--- src/rtl/branch_resolve_unit.sv ---
// branch_resolve_unit: one-stage branch/jump resolver with redirect target and squash window.
// Ports: clk, reset (sync, active-high); in_valid/in_ready handshake; opcode, rs1_val,
// rs2_val, pc, offset inputs; branch, jump, redirect, target, flush outputs;
// taken_cnt, resolved_cnt statistics (live only when BRU_STATS_EN is defined, else 0).
module branch_resolve_unit #(
  parameter int XLEN          = 32,
  parameter int OPW           = 6,
  parameter int SQUASH_CYCLES = 2,
  parameter int CNTW          = 16
) (
  input  logic            clk,
  input  logic            reset,
  input  logic            in_valid,
  output logic            in_ready,
  input  logic [OPW-1:0]  opcode,
  input  logic [XLEN-1:0] rs1_val,
  input  logic [XLEN-1:0] rs2_val,
  input  logic [XLEN-1:0] pc,
  input  logic [XLEN-1:0] offset,
  output logic            branch,
  output logic            jump,
  output logic            redirect,
  output logic [XLEN-1:0] target,
  output logic            flush,
  output logic [CNTW-1:0] taken_cnt,
  output logic [CNTW-1:0] resolved_cnt
);

  localparam logic [OPW-1:0] OP_JUMP = OPW'(6'h15);
  localparam logic [OPW-1:0] OP_BEQ  = OPW'(6'h16);
  localparam logic [OPW-1:0] OP_BNE  = OPW'(6'h17);
  localparam logic [OPW-1:0] OP_BLT  = OPW'(6'h18);
  localparam logic [OPW-1:0] OP_BGE  = OPW'(6'h19);

  localparam logic [3:0] SQ_LOAD = 4'(SQUASH_CYCLES);
  localparam bit         SQ_EN   = (SQUASH_CYCLES != 0);

  typedef enum logic {
    RUN,
    SQUASH
  } state_t;

  state_t      state;
  logic [3:0]  sq_cnt;

  logic            accept;
  logic            is_jump;
  logic            is_br;
  logic            cond;
  logic            taken;
  logic            ctrl;
  logic            op_eq;
  logic            op_lt;
  logic [XLEN-1:0] tgt_sum;

  assign in_ready = (state == RUN);
  assign flush    = (state == SQUASH);
  assign accept   = in_valid && in_ready;

  assign op_eq   = (rs1_val == rs2_val);
  assign op_lt   = ($signed(rs1_val) < $signed(rs2_val));
  assign tgt_sum = pc + offset;

  always_comb begin
    is_jump = 1'b0;
    is_br   = 1'b0;
    cond    = 1'b0;
    unique case (1'b1)
      (opcode == OP_JUMP): is_jump = 1'b1;
      (opcode == OP_BEQ): begin
        is_br = 1'b1;
        cond  = op_eq;
      end
      (opcode == OP_BNE): begin
        is_br = 1'b1;
        cond  = !op_eq;
      end
      (opcode == OP_BLT): begin
        is_br = 1'b1;
        cond  = op_lt;
      end
      (opcode == OP_BGE): begin
        is_br = 1'b1;
        cond  = !op_lt;
      end
      default: ;
    endcase
  end

  assign taken = is_jump || (is_br && cond);
  assign ctrl  = is_jump || is_br;

  always_ff @(posedge clk) begin
    if (reset) begin
      state    <= RUN;
      sq_cnt   <= '0;
      branch   <= 1'b0;
      jump     <= 1'b0;
      redirect <= 1'b0;
      target   <= '0;
    end else begin
      branch   <= accept && is_br && cond;
      jump     <= accept && is_jump;
      redirect <= accept && taken;
      if (accept && taken) begin
        target <= tgt_sum;
      end
      unique case (state)
        RUN: begin
          if (accept && taken && SQ_EN) begin
            state  <= SQUASH;
            sq_cnt <= SQ_LOAD;
          end
        end
        SQUASH: begin
          // sq_cnt==1 marks the last flush cycle
          sq_cnt <= sq_cnt - 4'd1;
          if (sq_cnt == 4'd1) begin
            state <= RUN;
          end
        end
        default: begin
          state  <= RUN;
          sq_cnt <= '0;
        end
      endcase
    end
  end

`ifdef BRU_STATS_EN
  logic [CNTW-1:0] taken_q;
  logic [CNTW-1:0] resolved_q;

  always_ff @(posedge clk) begin
    if (reset) begin
      taken_q    <= '0;
      resolved_q <= '0;
    end else begin
      if (accept && ctrl) begin
        resolved_q <= resolved_q + CNTW'(1);
      end
      if (accept && taken) begin
        taken_q <= taken_q + CNTW'(1);
      end
    end
  end

  assign taken_cnt    = taken_q;
  assign resolved_cnt = resolved_q;
`else
  logic unused_ctrl;
  assign unused_ctrl  = ctrl;
  assign taken_cnt    = '0;
  assign resolved_cnt = '0;
`endif

endmodule

--- config.mk ---
export PLATFORM = sky130hd
export DESIGN_NAME = branch_resolve_unit
export DESIGN_NICKNAME = d
export VERILOG_FILES = /design/src/rtl/branch_resolve_unit.sv
export SDC_FILE = /design/constraint.sdc
export NUM_CORES = 1
export LEC_CHECK = 0
export ABC_AREA = 0
export BUFFER_PORTS_ARGS = -buffer_cell sky130_fd_sc_hd__buf_4
export CORE_MARGIN = 10
export CORE_UTILIZATION = 35
export CTS_CLUSTER_SIZE = 8
export DETAILED_ROUTE_END_ITERATION = 12
export HOLD_SLACK_MARGIN = 0.02
export MAX_ROUTING_LAYER = met4
export PLACE_DENSITY = 0.75
export SETUP_SLACK_MARGIN = 0.4
export SYNTH_ARGS = -nofsm -noshare
export SYNTH_HDL_FRONTEND = slang
export SYNTH_SLANG_ARGS = --single-unit
--- constraint.sdc ---
create_clock -name clk -period 8 [get_ports clk]
set_input_delay 0.8 -clock clk [delete_from_list [all_inputs] [get_ports clk]]
set_output_delay 0.8 -clock clk [all_outputs]
set_load 0.01 [all_outputs]
==> impl_metrics.json, run 1 <==
{
  "status": "complete, no violations",
  "critical_path_buf_inv_count": 1,
  "via_count": 4040,
  "path_cells": "buf_4, ha_1, nand4_1, nor4_1, a21boi_0, o31ai_1, a21oi_1, nand4bb_1, a221o_2, nor2b_1, a22o_1",
  "synth_area_mm2": 0.00404,
  "ctsHtreeMaxLevel": 2,
  "die_x_um": 127,
  "hold_class": "register to register",
  "cp-end-kind": "register",
  "rsz0062_at_grt": "false",
  "drtPass1Iterations": 4,
  "synth_top_area_frac": 0.201,
  "cp.arrival_ns": 4.25,
  "num-fill-cells": 1085,
  "cpPeakStageDelay_ns": 0.79,
  "fin_util": 0.484,
  "max-clock-path-buffers": 2,
  "ant_nets": 0,
  "ctsHoldBuffers": 0,
  "yosys-top-cells-count": "65 x ha_1, 48 x a21oi_1, 43 x inv_1",
  "fp.dieH_um": 127,
  "synth_cells": 499,
  "vias_per_cell": 5.00,
  "synth_flop_cell": "dfxtp_1",
  "cts_root_buffer": "clkbuf_16",
  "setup.worst_path.start_class": "primary input",
  "period_needed_ns": 4.02,
  "cts_tree": "done",
  "crit_required_ns": 8.22,
  "path_max_fanout": 32,
  "hpwl_um": 11000,
  "power_uw": 688,
  "crit_family": "compound AO/OA/AOI/OAI gates",
  "leakagePower_uw": 0.00292,
  "grt_usage": 0.148,
  "crit_type": "primary input to register",
  "yosysMostFrequentCell": "ha_1",
  "ir_drop_v": 0.0000835,
  "place_congestion": 0.910,
  "synth_area_leader_cell": "ha_1",
  "io_buffer_count": 173,
  "grt-ovfl-total": 0,
  "dr.first_iter.drc_count": 221,
  "numClockSinks": 40,
  "yosysWarnings": 0,
  "fin_nets": 867,
  "drc": 0,
  "ys_ff_latch": 40,
  "slew_violations": 0,
  "area_growth_pct": 36.1,
  "async_flop_share": 0,
  "tns_ns": 0,
  "hold_viol": 0,
  "yosysSeqAreaShare": 0.198,
  "avgSynthCellArea_um2": 8.10,
  "skew_ns": 0.00493,
  "wl_per_cell_um": 15.6,
  "drv_cap": 0,
  "clk_latency_ns": 0.28,
  "synth_edf_count": 0,
  "grt_first_pass_wirelength_um": 19800,
  "ys_types": 52,
  "drive_gt1_frac": 0.281,
  "cts_buffers": 5,
  "worstMarginPinSlew_ns": 0.934,
  "grt_pass1_vias": 4240,
  "post-route-period-util": 0.503,
  "critPathSlowestCell": "a221o_2",
  "start_util": 0.356,
  "synth_area_leaders": "ha_1 20%, dfxtp_1 20%, a21oi_1 5.9%",
  "clkSlewWorstSetupHoldPaths_ns": 0.06,
  "grt_max_degree": 33,
  "io_pins": 206,
  "post_cts_resized": 0,
  "fmax_ghz": 0.248,
  "instances_no_fill": 808,
  "diodes": 0,
  "p_per_area_mw_per_mm2": 125,
  "core_mm2": 0.0114,
  "setup_viol": 0,
  "wirelength_um": 12600,
  "place_inst": 800,
  "die_area_mm2": 0.0162,
  "postCtsSetupBuffers": 0,
  "rows": 39,
  "antenna_found_initial": 0,
  "relSlewSlack": 0.377
}
==> power by group <==
part / switching (uW) / internal [uW]
clock network: 75.5 / 146
logic: 129 / 129
registers: 3.78 / 204
==> layout make-up <==
type                    instances  area (um2)  share of cell area
clock buffers                   5         125              0.0227
inverters                      43         161              0.0293
clock inverters                 3        42.5             0.00773
flip-flops and latches         40         801               0.146
repair buffers                173        1300               0.236
well taps                     143         179              0.0325
multi-input cells             401        2890               0.526
==> stage by stage <==
stage | hold WS [ns] | instance area, um2 | setup slack, ns
floorplan | 0.449 | 4160 | 4.80
global placement | 0.445 | 5330 | 3.90
detailed placement | 0.468 | 5330 | 3.70
CTS | 0.475 | 5500 | 3.98
global route | 0.508 | 5500 | 3.64
finish | 0.472 | 5500 | 3.98
==> per-layer routing <==
metal	global-route usage	share of wire	vias to the layer above
li1	-	-	2036
met1	0.162	0.40	1866
met2	0.272	0.54	130
met3	0.0289	0.048	8
met4	0.0275	0.0092	0
met5	-	0	-
==> placed cells by master, fill, tap and decap left out, drive strengths merged, types with 2 or more instances in the layout <==
master,count
ha,65
a211oi,5
a221o,2
inv,43
buf,173
o31ai,3
nor3,4
a21o,12
a21boi,2
o2111a,2
nor4,3
nand2,28
and3,4
nor2,39
o21ai,18
or3,2
a22o,9
o211ai,5
nand3,11
o21a,9
clkbuf,5
nand2b,6
conb,32
a311oi,2
mux2i,20
nor2b,7
dfxtp,40
a21oi,49
a221oi,3
nand4,11
xor2,10
o21bai,2
xnor2,21
a31oi,2
==> path summary, 6_finish.rpt <==
path / from / to / slack (ns) / cells after the start
worst max-delay path: rs1_val[14] / target[19] / 3.98 / 11
worst min-delay path: target[2] / target[2] / 0.47 / 2
worst max register to register: flush / target[19] / 5.50 / 5
worst min register to register: target[2] / target[2] / 0.47 / 2
==> worst min-delay path: cells and delay by family, from the launching register on <==
| family | cells | cell delay [ns] |
|---|---|---|
| flops | 1 | 0.31 |
| compound gates | 1 | 0.05 |
| simple gates | 1 | 0.05 |
==> cell families after synthesis <==
kind of cell | after synthesis | synth area share
xor gates and xnor gates | 31 | 0.0672
buffers and inverters | 89 | 0.115
other | 1 | 0.000928
and+or+nand+nor | 122 | 0.153
DFF | 40 | 0.198
muxes | 21 | 0.0523
AOI/OAI and AO/OA | 129 | 0.207
adders and majority gates | 66 | 0.206
==> registers in the layout, summed over array words and instances (netlist names) <==
register  cells
target       32
sq_cnt        4
branch        1
flush         1
jump          1
redirect      1
(Power assumes the default switching activity.)
==> run 2: changes to the inputs <==
- clock period: 8 -> 3.8 ns (I/O delays scaled with it)
==> impl_metrics.json, run 2 (synthesis results as in run 1) <==
{
  "period_needed_ns": 3.15,
  "drive_gt1_frac": 0.283,
  "post-route-period-util": 0.828,
  "hold_class": "primary input to register",
  "wl_per_cell_um": 15.6,
  "place_congestion": 0.897,
  "clk_latency_ns": 0.27,
  "core_mm2": 0.0114,
  "p_clk_frac": 0.329,
  "path_max_fanout": 16,
  "ir_drop_v": 0.000273,
  "io_pins": 206,
  "postCtsSetupBuffers": 0,
  "via_count": 4025,
  "dr.first_iter.drc_count": 221,
  "wirelength_um": 12600,
  "rsz0062_at_grt": "false",
  "area_growth_pct": 36.6,
  "drv_cap": 0,
  "grt_first_pass_wirelength_um": 19800,
  "start_util": 0.356,
  "hpwl_um": 11100,
  "cp-end-kind": "register",
  "swShare": 0.307,
  "setup_viol": 0,
  "slew_violations": 0,
  "fp.dieH_um": 127,
  "wl_met3_um": 593,
  "comb_power_share": 0.371,
  "worstMarginPinSlew_ns": 0.639,
  "critPathSlowestCell": "nor2b_1",
  "io_buffer_count": 173,
  "critical_path_buf_inv_count": 1,
  "max-clock-path-buffers": 2,
  "p_int_uw": 1010,
  "final_common_cell": "buf_4",
  "diodes": 0,
  "largest_reg_flops": 32,
  "cpPeakStageDelay_ns": 0.57,
  "crit_required_ns": 4.02,
  "grt-ovfl-total": 0,
  "antenna_found_initial": 0,
  "leakagePower_uw": 0.00294,
  "post_cts_resized": 0,
  "ctsHoldBuffers": 0,
  "crit_type": "primary input to register",
  "wl_met1_um": 5070,
  "grt_usage": 0.148,
  "fin_area_mm2": 0.00552,
  "top_layer": "met4",
  "skew_ns": 0.00258,
  "cp.arrival_ns": 3.37,
  "hold_viol": 0,
  "drtPass1Iterations": 5,
  "ctsHtreeMaxLevel": 2,
  "p_per_area_mw_per_mm2": 265,
  "ant_nets": 0,
  "pwr-share-seq": 0.300,
  "status": "complete, no violations",
  "top_regs": "target: 32 flops, sq_cnt: 4 flops",
  "tns_ns": 0,
  "drc": 0,
  "final_cell_mix": "175 x buf_4, 65 x ha_1, 48 x a21oi_1, 43 x inv_1, 40 x dfxtp_1",
  "crit_family": "simple AND/OR/NAND/NOR gates",
  "dp_slack_ns": 0.423,
  "setup_slack_ns": 0.652,
  "rows": 39,
  "wl_met2_um": 6650,
  "fmax_ghz": 0.318,
  "fin_util": 0.486,
  "relSlewSlack": 0.570,
  "fin_nets": 869,
  "instances_no_fill": 810,
  "grt_max_degree": 33,
  "numClockSinks": 40,
  "clkSlewWorstSetupHoldPaths_ns": 0.06,
  "cts_tree": "done",
  "vias_per_cell": 4.97,
  "place_inst": 802,
  "cts_root_buffer": "clkbuf_16",
  "die_x_um": 127,
  "dpl_cell_area_mm2": 0.00535,
  "path_cells": "buf_4, ha_1, nand4_1, nor4_1, a21boi_0, o31ai_1, a21oi_1, nand4bb_1, a221o_2, nor2b_1, a22o_1",
  "die_area_mm2": 0.0162,
  "largest-register": "target",
  "cts_buffers": 5,
  "setup.worst_path.start_class": "primary input",
  "p_switching_uw": 448,
  "grt_pass1_vias": 4232
}
[run 2: cell count changes in the layout (fill, tap and decap cells not counted), sizes merged]
cell	before	now
buf	173	175
clkinv	1	2
clkinvlp	1	0
[run 2: path summary, 6_finish.rpt]
check                    from          to  slack (ns)  cells past startpoint
setup reg to reg        flush  target[30]        1.70                      5
setup / recovery  rs1_val[14]  target[30]        0.65                     11
hold reg to reg     target[1]   target[1]        0.48                      2
hold / removal      opcode[3]        jump        0.41                      3
[run 2: layout make-up]
cell class                      instances  area (um2)
Sequential cell                        40         801
Inverter                               43         161
Clock inverter                          3        47.5
Fill cell                            1118        5850
Multi-Input combinational cell        401        2890
Tap cell                              143         179
Timing Repair Buffer                  175        1310
Clock buffer                            5         125
[run 2: worst reg2reg max path, delay by kind of cell (launching register included)]
| kind | cells | cell delay [ns] |
|---|---|---|
| compound gates | 2 | 0.62 |
| buf+inv | 1 | 0.16 |
| flops | 1 | 0.51 |
| simple gates | 2 | 0.75 |
[run 2: stage by stage]
stage	total power, uW	hold WS, ns
detailed placement	987	0.472
global placement	969	0.456
CTS	1470	0.396
finish	1460	0.408
global route	1560	0.411
floorplan	807	0.449
[run 2: power groups by stage]
stage / Clock (uW) / Sequential (uW) / Combinational [uW]
finish: 481 / 438 / 542
global route: 515 / 439 / 607
CTS: 491 / 438 / 542
detailed placement: 0 / 448 / 540
global placement: 0 / 447 / 522
floorplan: 0 / 449 / 358
[run 2: per-layer routing]
| metal | vias to the layer above | global-route usage |
|---|---|---|
| met1 | 1842 | 0.158 |
| met3 | 18 | 0.0265 |
| met4 | 0 | 0.0422 |
| met5 | - | - |
| met2 | 130 | 0.274 |
| li1 | 2035 | - |
